--- src/rtl/i2s_adc_rx.sv ---
// I2S (WM8731 slave-mode) ADC deserializer: bclk/adclrc sampled in the clk domain,
// stereo pairs delivered on a valid/ready handshake with sticky overrun/frame error flags.
module i2s_adc_rx #(
    parameter int DATA_W = 16
) (
    input  logic              clk,
    input  logic              rst,
    input  logic              bclk,
    input  logic              adclrc,
    input  logic              adc_data,
    output logic [DATA_W-1:0] sample_left,
    output logic [DATA_W-1:0] sample_right,
    output logic              sample_valid,
    input  logic              sample_ready,
    output logic              overrun,
    output logic              frame_err
);
    localparam int CNT_W = (DATA_W > 1) ? $clog2(DATA_W) : 1;
    localparam logic [CNT_W-1:0] LAST = CNT_W'(DATA_W - 1);

    typedef enum logic [1:0] {
        SYNC,
        SKIP,
        SHIFT,
        WAIT
    } state_e;

    state_e             state_q, state_d;
    logic               bclk_q;
    logic               lrc_q, lrc_d;
    logic               chan_q, chan_d;
    logic [CNT_W-1:0]   cnt_q, cnt_d;
    logic [DATA_W-1:0]  shift_q, shift_d;
    logic [DATA_W-1:0]  hold_q, hold_d;
    logic [DATA_W-1:0]  left_q, left_d;
    logic [DATA_W-1:0]  right_q, right_d;
    logic               valid_q, valid_d;
    logic               ovr_q, ovr_d;
    logic               ferr_q, ferr_d;
    logic               rise;
    logic               lrc_chg;
    logic               done;

    assign rise    = bclk & ~bclk_q;
    assign lrc_chg = adclrc != lrc_q;

    // chan: 0 = left slot, 1 = right slot
    always_comb begin
        state_d = state_q;
        lrc_d   = lrc_q;
        chan_d  = chan_q;
        cnt_d   = cnt_q;
        shift_d = shift_q;
        hold_d  = hold_q;
        ferr_d  = ferr_q;
        done    = 1'b0;
        if (rise) begin
            lrc_d = adclrc;
            unique case (state_q)
                SYNC: begin
                    if (lrc_chg && !adclrc) begin
                        state_d = SKIP;
                        chan_d  = 1'b0;
                    end
                end
                SKIP: begin
                    state_d = SHIFT;
                    cnt_d   = '0;
                end
                SHIFT: begin
                    if (lrc_chg) begin
                        ferr_d  = 1'b1;
                        chan_d  = 1'b0;
                        state_d = adclrc ? SYNC : SKIP;
                    end else begin
                        shift_d = {shift_q[DATA_W-2:0], adc_data};
                        cnt_d   = cnt_q + CNT_W'(1);
                        if (cnt_q == LAST) begin
                            state_d = WAIT;
                            if (!chan_q) begin
                                hold_d = shift_d;
                            end else begin
                                done = 1'b1;
                            end
                        end
                    end
                end
                WAIT: begin
                    if (lrc_chg) begin
                        state_d = SKIP;
                        chan_d  = adclrc;
                    end
                end
                default: state_d = SYNC;
            endcase
        end
    end

    // A completed frame wins over a plain transfer; a blocked slot drops it.
    always_comb begin
        left_d  = left_q;
        right_d = right_q;
        valid_d = valid_q;
        ovr_d   = ovr_q;
        if (done) begin
            if (!valid_q || sample_ready) begin
                left_d  = hold_q;
                right_d = shift_d;
                valid_d = 1'b1;
            end else begin
                ovr_d = 1'b1;
            end
        end else if (valid_q && sample_ready) begin
            valid_d = 1'b0;
        end
    end

    always_ff @(posedge clk) begin
        if (rst) begin
            state_q <= SYNC;
            bclk_q  <= 1'b0;
            lrc_q   <= 1'b0;
            chan_q  <= 1'b0;
            cnt_q   <= '0;
            shift_q <= '0;
            hold_q  <= '0;
            left_q  <= '0;
            right_q <= '0;
            valid_q <= 1'b0;
            ovr_q   <= 1'b0;
            ferr_q  <= 1'b0;
        end else begin
            state_q <= state_d;
            bclk_q  <= bclk;
            lrc_q   <= lrc_d;
            chan_q  <= chan_d;
            cnt_q   <= cnt_d;
            shift_q <= shift_d;
            hold_q  <= hold_d;
            left_q  <= left_d;
            right_q <= right_d;
            valid_q <= valid_d;
            ovr_q   <= ovr_d;
            ferr_q  <= ferr_d;
        end
    end

    assign sample_left  = left_q;
    assign sample_right = right_q;
    assign sample_valid = valid_q;
    assign overrun      = ovr_q;
    assign frame_err    = ferr_q;
endmodule

--- config.mk ---
export PLATFORM = sky130hd
export DESIGN_NAME = i2s_adc_rx
export DESIGN_NICKNAME = d
export VERILOG_FILES = /design/src/rtl/i2s_adc_rx.sv
export SDC_FILE = /design/constraint.sdc
export NUM_CORES = 1
export LEC_CHECK = 0
export ABC_AREA = 1
export BUFFER_PORTS_ARGS = -buffer_cell sky130_fd_sc_hd__buf_2
export CELL_PAD_IN_SITES_DETAIL_PLACEMENT = 1
export CELL_PAD_IN_SITES_GLOBAL_PLACEMENT = 2
export CORE_ASPECT_RATIO = 0.7
export CORE_MARGIN = 5
export CORE_UTILIZATION = 35
export DETAILED_ROUTE_END_ITERATION = 10
export HOLD_SLACK_MARGIN = 0.12
export PLACE_DENSITY = 0.9
export SLEW_MARGIN = 20
export SYNTH_ARGS = -nofsm -noshare
export SYNTH_HDL_FRONTEND = slang
export SYNTH_SLANG_ARGS = --single-unit
--- constraint.sdc ---
create_clock -name clk -period 2.6 [get_ports clk]
set_input_delay 0.52 -clock clk [delete_from_list [all_inputs] [get_ports clk]]
set_output_delay 0.52 -clock clk [all_outputs]
set_load 0.05 [all_outputs]
# After elaboration in Yosys (flattened, before gate mapping)
# Index checks and enable logic that the tools add are counted.
[word_totals] reg_bits=76 out_inout_bits=35 word_cells=69
[op_classes] add_sub_neg=1 n_eq_ne=11 n_mux=23 bitwise=5 n_reduce_logical=17
[op_table] cell="16-bit 2-to-1 mux" count=3
[op_table] cell="1-bit 2-to-1 mux" count=12
[op_table] cell="5-bit AND reduction" count=2
[op_table] cell="2-bit 2-to-1 mux" count=4
[op_table] cell="2-bit inequality test, second input constant" count=4
[op_table] cell="2-bit one-hot mux with 4 select lines" count=1
[op_table] cell="4-bit one-hot mux with 2 select lines" count=1
[op_table] cell="2-bit AND reduction" count=3
[op_table] cell="3-bit AND reduction" count=2
[op_table] cell="4-bit by 1-bit adder with 4-bit output, second input constant" count=1
[op_table] cell="2-bit equality test, second input constant" count=2
[op_table] cell="4-bit equality test, second input constant" count=1
[op_table] cell="4-bit 2-to-1 mux" count=1
[op_table] cell="1-bit NOT" count=4
[op_table] cell="4-bit AND reduction" count=1
[op_table] cell="2-bit nonzero test" count=2
[op_table] cell="3-bit inequality test, second input constant" count=1
[op_table] cell="1-bit one-hot mux with 3 select lines" count=1
[op_table] cell="3-bit nonzero test" count=1
[op_table] cell="2-bit by 1-bit equality test with 1-bit output, second input constant" count=1
[op_table] cell="1-bit logical AND" count=2
[op_table] cell="1-bit logical NOT" count=2
[op_table] cell="2-bit logical NOT" count=1
[op_table] cell="2-bit by 1-bit inequality test with 1-bit output, second input constant" count=1
[op_table] cell="other kinds (3)" count=3

# Logic depth before layout (Yosys ltp)
# Gate-level depths: netlist (run 1).
[depth] word_depth=7 depth_mapped=10

# Least setup slack after synthesis (run 1)
# No wires, ideal clock.
[synth_timing] path_kind="in2reg" start="input adclrc" end="register right_q[6], in the netlist sample_right[6]" t_arrival_ns=1.643 required_ns=2.486 path_slack_ns=0.843 stages=9 n_path_buf=2 cell_sequence="inv_1 > ha_1 > nand2_2 > nor2_2 > nand4_1 > buf_2 > buf_2 > o21bai_1 > nor2_1"
[synth_via] elab_chain_len=5 word_cells_on_any_way=8 cone_classes="eq/ne: 1; mux: 6; reduce/logical: 1"
[synth_lines] element="start, declared" line_no="9" source="input logic adclrc,"
[synth_lines] element="1-bit inequality test *" line_no="45" source="assign lrc_chg = adclrc != lrc_q;"
[synth_lines] element="1-bit 2-to-1 mux" line_no="71" source="if (lrc_chg) begin"
[synth_lines] element="1-bit 2-to-1 mux" line_no="59" source="unique case (state_q)"
[synth_lines] element="1-bit 2-to-1 mux" line_no="57" source="if (rise) begin"
[synth_lines] element="2-bit AND reduction (no source line)"
[synth_lines] element="end signal, assigned" line_no="141" source="right_q <= right_d;"
[synth_lines] element="end, declared" line_no="36" source="logic [DATA_W-1:0] right_q, right_d;"
# Mark *: on every way between the ends. The rest lies on a longest branch, timed or not.
# A chain may end at the register's enable or synchronous reset.

# Worst setup path in the final report (run 1)
[layout_timing] start="register state_q[0]" end="register right_q[6], in the netlist sample_right[6]"
[layout_via] elab_chain_len=4 word_cells_on_any_way=6 cone_classes="eq/ne: 1; mux: 4; reduce/logical: 1"
[layout_lines] element="start, declared" line_no="28" source="state_e state_q, state_d;"
[layout_lines] element="start signal, assigned" line_no="133" source="state_q <= state_d;"
[layout_lines] element="2-bit equality test *" line_no="59"
[layout_lines] element="1-bit 2-to-1 mux" line_no="59"
[layout_lines] element="1-bit 2-to-1 mux" line_no="57"
[layout_lines] element="2-bit AND reduction (no source line)"
# Marks and branches as above.

==> results.cfg, run 1 <==
[placed_design]
io_buffers = 40
place_congestion = 0.8324
dp_worst_setup_slack_ns = 0.4340
dp_hpwl_um = 5437

[synth]
ys_types = 21
async_flop_share = 0
synth_top_area_share = 0.4666
dominantRegCellSynth = dfxtp_1
synth.avg_cell_area_um2 = 7.119
yosysMostFrequentCell = nand2_1
synth-edff-count = 0
synth_top_area_cell = dfxtp_1
synthTopCellsByArea = dfxtp_1 (47%), nand2_1 (13%), inv_1 (7.6%)
syn_nets = 472
syn_inst = 458
synth.cell_area_mm2 = 0.003261
synth_warnings = 0
ys_ff_latch = 76
synth_common_cells = nand2_1 (114), dfxtp_1 (76), inv_1 (66)
yosysSeqAreaShare = 0.4666

[floorplan]
io_pins = 41
dieArea_mm2 = 0.01138
rows = 29
start_util = 0.3594
coreArea_mm2 = 0.009071
chipWidth_um = 125.4
die_y_um = 90.76

[power_and_ir_drop]
p_leak_nw = 1.886
p_per_area_mw_per_mm2 = 670.1
max-vdd-ir-drop_v = 0.0004510

[routing]
drc_errors = 0
first_pass_iters = 4
wl_per_cell_um = 12.88
routed-via-count = 2854
final_antenna_net_count = 0
drt-total-wl_um = 8009
drtIter0Drc = 173
vias_per_cell = 4.588

[worst_setup_path]
cp-end-kind = register
crit_type = register to register
crit_required_ns = 2.83
r2r_setup_slack_ns = 0.69
arrival_ns = 2.14
crit_fanout = 19
start_kind = register

[sta]
fin_skew_ns = 0.007485
max_clock_freq_ghz = 0.5227
setup_ws_ns = 0.6868
slew_violations = 0
holdWs_ns = 0.4178
period_needed_ns = 1.913
worst_slew_pin_slew_ns = 0.5428
setup_violations = 0
finalHoldViolCount = 0
max_slew_margin = 0.6381
rsz0062_at_grt = false
fin_crit_sh = 0.7359
fin_tns_setup_ns = 0

[cells_and_area]
diodes = 0
area_growth_pct = 18.73
fill_cells = 1180
nNetsFinal = 508
drive_above_1_share = 0.1365
multi_input_area_mm2 = 0.001358
seq_area_mm2 = 0.001521

[global_route]
grtUsageMet3 = 0.05024
busiest_layer = met1
grt_pass1_vias = 2712
grt_first_pass_wirelength_um = 13480
met2_usage = 0.2039
grt_overflow = 0
antenna_found_initial = 0
grt_use_met1 = 0.2080
grt_usage = 0.1471
grt_max_degree = 55

[clock_tree]
clock_latency_ns = 0.34
hold_buffers = 0
cts_inserted_buffers = 9
clockBufferDepth = 2
path_clk_slew_ns = 0.06
cts.sinks = 76
post_cts_buffers = 0
cts_tree = yes
cts_resized = 0
root_buffer = clkbuf_16
htreeDepth = 3

[job]
maxCapViolCount = 0

[hold_path]
min_path_type = input pin to register

[run_status]
outcome = finished, final reports clean
worst paths after layout:
kind	from	depth (start not counted)	to
setup / recovery	state_q[0]$_SDFFE_PP0P_	10	sample_right[6]$_SDFFE_PP0P_
hold / removal	bclk	3	bclk_q$_SDFF_PP0_
setup reg to reg	state_q[0]$_SDFFE_PP0P_	10	sample_right[6]$_SDFFE_PP0P_
hold reg to reg	overrun$_SDFFE_PP0P_	2	overrun$_SDFFE_PP0P_
logic make-up (layout without fill, tap and decap cells):
group / Yosys count / count (layout) / synth area share
simple gates: 218 / 218 / 0.2755
buf+inv: 93 / 133 / 0.1170
flops: 76 / 76 / 0.4666
compound gates: 63 / 63 / 0.1101
fa+ha+maj: 8 / 8 / 0.03070
layer usage:
metal	vias to the layer above	part of all wire
met1	1294	0.54
met4	0	0.014
met5	-	0
met2	56	0.40
met3	10	0.048
li1	1494	-
stage by stage:
step / instances / util / instance area (um^2) / total power, mW
detailed placement: 607 / 0.3930 / 3565 / 1.309
finish: 622 / 0.4268 / 3871 / 2.594
CTS: 622 / 0.4268 / 3871 / 2.630
global placement: 607 / 0.3930 / 3565 / 1.304
floorplan: 458 / - / 3261 / 1.278
global route: 622 / 0.4268 / 3871 / 2.698
where the power goes:
part | internal (mW) | switching (mW)
logic | 0.0347 | 0.0714
registers | 1.17 | 0.00564
clock network | 0.831 | 0.480
final cells by class:
| type | instances | area share |
|---|---|---|
| well taps | 124 | 0.04008 |
| flip-flops and latches | 76 | 0.3930 |
| clock inverters | 5 | 0.02004 |
| multi-input cells | 289 | 0.3507 |
| clock buffers | 10 | 0.05915 |
| repair buffers | 50 | 0.07111 |
| inverters | 68 | 0.06593 |
placed cells by master, fill, tap and decap left out, drive strengths merged:
| cell | Yosys | final |
|---|---|---|
| a21oi | 40 | 40 |
| a31oi | 1 | 1 |
| buf | 14 | 50 |
| bufinv | 0 | 2 |
| clkbuf | 11 | 10 |
| clkinv | 1 | 3 |
| clkinvlp | 0 | 1 |
| dfxtp | 76 | 76 |
| ha | 8 | 8 |
| inv | 67 | 67 |
| nand2 | 115 | 115 |
| nand3 | 22 | 22 |
| nand4 | 18 | 18 |
| nor2 | 62 | 62 |
| o21a | 1 | 1 |
| o21ai | 5 | 5 |
| o21bai | 16 | 16 |
| or2 | 1 | 1 |
flip-flops by register name (all words and copies together) (netlist names):
signal	flops
hold_q	16
sample_right	16
bclk_q	1
sample_valid	1
chan_q	1
cnt_q	4
lrc_q	1
overrun	1
shift_q	16
frame_err	1
state_q	2
sample_left	16
worst max-delay path, stage by stage (launching register included):
cell      delay (ns)
dfxtp_1         0.36
inv_1           0.10
ha_1            0.27
nand2_2         0.13
inv_2           0.27
nand2_1         0.09
buf_4           0.21
nand2_1         0.10
nand2_1         0.06
o21bai_1        0.15
nor2_1          0.05
No activity file was read; power rests on OpenSTA's default activity.
==> run 2, diff against run 1 <==
--- a/config.mk
+++ b/config.mk
@@ -5,16 +5,16 @@
 export SDC_FILE = /design/constraint.sdc
 export NUM_CORES = 1
 export LEC_CHECK = 0
-export ABC_AREA = 1
+export ABC_AREA = 0
 export BUFFER_PORTS_ARGS = -buffer_cell sky130_fd_sc_hd__buf_2
 export CELL_PAD_IN_SITES_DETAIL_PLACEMENT = 1
 export CELL_PAD_IN_SITES_GLOBAL_PLACEMENT = 2
 export CORE_ASPECT_RATIO = 0.7
 export CORE_MARGIN = 5
-export CORE_UTILIZATION = 35
+export CORE_UTILIZATION = 32
 export DETAILED_ROUTE_END_ITERATION = 10
 export HOLD_SLACK_MARGIN = 0.12
-export PLACE_DENSITY = 0.9
+export PLACE_DENSITY = 0.8
 export SLEW_MARGIN = 20
 export SYNTH_ARGS = -nofsm -noshare
 export SYNTH_HDL_FRONTEND = slang
==> constraint.sdc (replaced) <==
create_clock -name clk -period 1.65 [get_ports clk]
set_input_delay 0.33 -clock clk [delete_from_list [all_inputs] [get_ports clk]]
set_output_delay 0.33 -clock clk [all_outputs]
set_load 0.05 [all_outputs]
==> results.cfg, run 2 <==
[run_status]
outcome = complete, but fails checks
violations = negative setup slack

[clock_tree]
cts_tree = yes
cts_inserted_buffers = 9
cts.sinks = 75
htreeDepth = 3
clockBufferDepth = 2
clock_latency_ns = 0.33
path_clk_slew_ns = 0.06
root_buffer = clkbuf_16

[sta]
worst_slew_pin_slew_ns = 0.3735
fin_skew_ns = 0.006489
period_needed_ns = 1.680
max_clock_freq_ghz = 0.5953
setup_violations = 8
max_slew_margin = 0.7489
rsz0062_at_grt = true
slew_violations = 0
setup_ws_ns = -0.02992
finalHoldViolCount = 0
fin_crit_sh = 1.018

[synth]
dominantRegCellSynth = dfxtp_1
async_flop_share = 0
yosysMostFrequentCell = dfxtp_1
synth_common_cells = dfxtp_1 (75), nand2_1 (55), mux2i_1 (52)
synth.avg_cell_area_um2 = 9.741
synthTopCellsByArea = dfxtp_1 (48%), mux2i_1 (17%), nand2b_1 (10%)
synth_warnings = 0
synth_top_area_share = 0.4802
synth.cell_area_mm2 = 0.003127
synth-edff-count = 0
syn_nets = 335
ys_types = 29
ys_ff_latch = 75
synth_top_area_cell = dfxtp_1
yosysSeqAreaShare = 0.4802
syn_inst = 321

[worst_setup_path]
arrival_ns = 1.94
cp_cell_sequence = ha_4 -> buf_6 -> nand4b_4 -> nor3b_4 -> clkbuf_16 -> mux2i_1
start_kind = register
crit_path_top_delay_cell = dfxtp_4
startpoint = lrc_q$_SDFFE_PP0P_
crit_fanout = 8
rr_startpoint = lrc_q$_SDFFE_PP0P_
cp_slowest_stage_delay_ns = 0.36
crit_type = register to register
crit_required_ns = 1.91
cp-end-kind = register

[hold_path]
min_path_type = input pin to register
min_from = adc_data

[job]
maxCapViolCount = 0

[routing]
routed-via-count = 2294
first_pass_iters = 4
drc_errors = 0
wl_per_cell_um = 14.32
final_antenna_net_count = 0
drtIter0Drc = 86
drt-total-wl_um = 7187
vias_per_cell = 4.570

[placed_design]
io_buffers = 40
place_congestion = 0.8000
dp_hpwl_um = 4866
placed_cell_area_mm2 = 0.003536

[cells_and_area]
post-route-util = 0.4107
area_growth_pct = 26.21
layout_common_cells = dfxtp_1 (73), nand2_1 (55), mux2i_1 (52)
diodes = 0
final_common_cell = dfxtp_1
nNetsFinal = 383
final_area_mm2 = 0.003946
fill_cells = 1126
drive_above_1_share = 0.2273

[power_and_ir_drop]
p_leak_nw = 1.741
max-vdd-ir-drop_v = 0.0004854
p_per_area_mw_per_mm2 = 1032

[global_route]
grt_usage = 0.1271
grt_max_degree = 49
grt_overflow = 0
antenna_found_initial = 0
grt_first_pass_wirelength_um = 11990
grt_pass1_vias = 2470

[floorplan]
coreArea_mm2 = 0.009609
io_pins = 41
rows = 30
start_util = 0.3254
dieArea_mm2 = 0.01188
chipWidth_um = 128.1
die_y_um = 92.70
run 2: cell count changes in the layout (fill, tap and decap cells not counted), moves of 17 or more:
| cell | before | now |
|---|---|---|
| nand2b_1 | 0 | 50 |
| nand3_1 | 22 | 4 |
| nand2_1 | 114 | 55 |
| nor2_1 | 61 | 4 |
| nand4_1 | 18 | 1 |
| mux2i_1 | 0 | 52 |
| a21oi_1 | 40 | 21 |
| inv_1 | 66 | 7 |
run 2: where the power goes:
part           switching [mW]  internal (mW)
combinational          0.0696         0.0616
clock                   0.756           1.37
sequential            0.00394           1.81
run 2: path summary, 6_finish.rpt:
| path | cells after the start | endpoint | slack (ns) |
|---|---|---|---|
| min | 3 | shift_q[0]$_SDFF_PP0_ | 0.26 |
| min reg2reg | 2 | sample_right[5]$_SDFFE_PP0P_ | 0.46 |
| max reg2reg | 6 | hold_q[12]$_SDFFE_PP0P_ | -0.03 |
| max | 6 | hold_q[12]$_SDFFE_PP0P_ | -0.03 |
run 2: metal layers:
metal	vias up	GRT usage	routed length, um
li1	1159	-	-
met1	1093	0.1614	3521
met2	37	0.1990	3260
met3	5	0.05303	341
met4	0	0.03357	64
met5	-	0	0
run 2: critical path: cells and delay by family (launching register included):
family / cells / cell delay, ns
adders and majority gates: 1 / 0.26
buffers and inverters: 2 / 0.35
DFF: 1 / 0.36
and+or+nand+nor: 2 / 0.45
muxes: 1 / 0.18
run 2: cell families (layout without fill, tap and decap cells):
kind of cell               after synthesis  count (layout)  share of synthesized area
buffers and inverters                   30              83                    0.05242
muxes                                   52              52                     0.1665
adders and majority gates                8               8                    0.03201
AOI/OAI and AO/OA                       32              32                    0.05803
DFF                                     75              75                     0.4802
and+or+nand+nor                        124             124                     0.2109
run 2: area by class of cell:
type / count / area [um^2] / area share
multi-input combinational: 216 / 1496 / 0.3792
tap: 128 / 160.2 / 0.04058
inverter: 8 / 30.03 / 0.007609
clock buffer: 10 / 239.0 / 0.06056
timing repair buffer: 59 / 426.7 / 0.1081
sequential: 75 / 1506 / 0.3817
clock inverter: 6 / 87.58 / 0.02219
run 2: per-stage QoR:
stage | setup TNS [ns] | instances | total power [mW] | hold slack (ns) | setup WS (ns)
6_report | -0.09009 | 502 | 4.072 | 0.2623 | -0.02992
5_1_grt | -1.354 | 502 | 4.228 | 0.2704 | -0.1050
4_1_cts | 0 | 497 | 4.127 | 0.2493 | 0.01565
3_5_place_dp | -2.001 | 481 | 1.973 | 0.4597 | -0.1087
3_3_place_gp | -0.3357 | 481 | 1.970 | 0.4456 | -0.02345
2_1_floorplan | 0 | 321 | 1.930 | 0.4368 | 0.01145
run 2: repair_timing:
item	in CTS	in global routing
hold buffers	0	0
buffers inserted	0	4
setup endpoints to repair	0	18
resized for setup	0	9
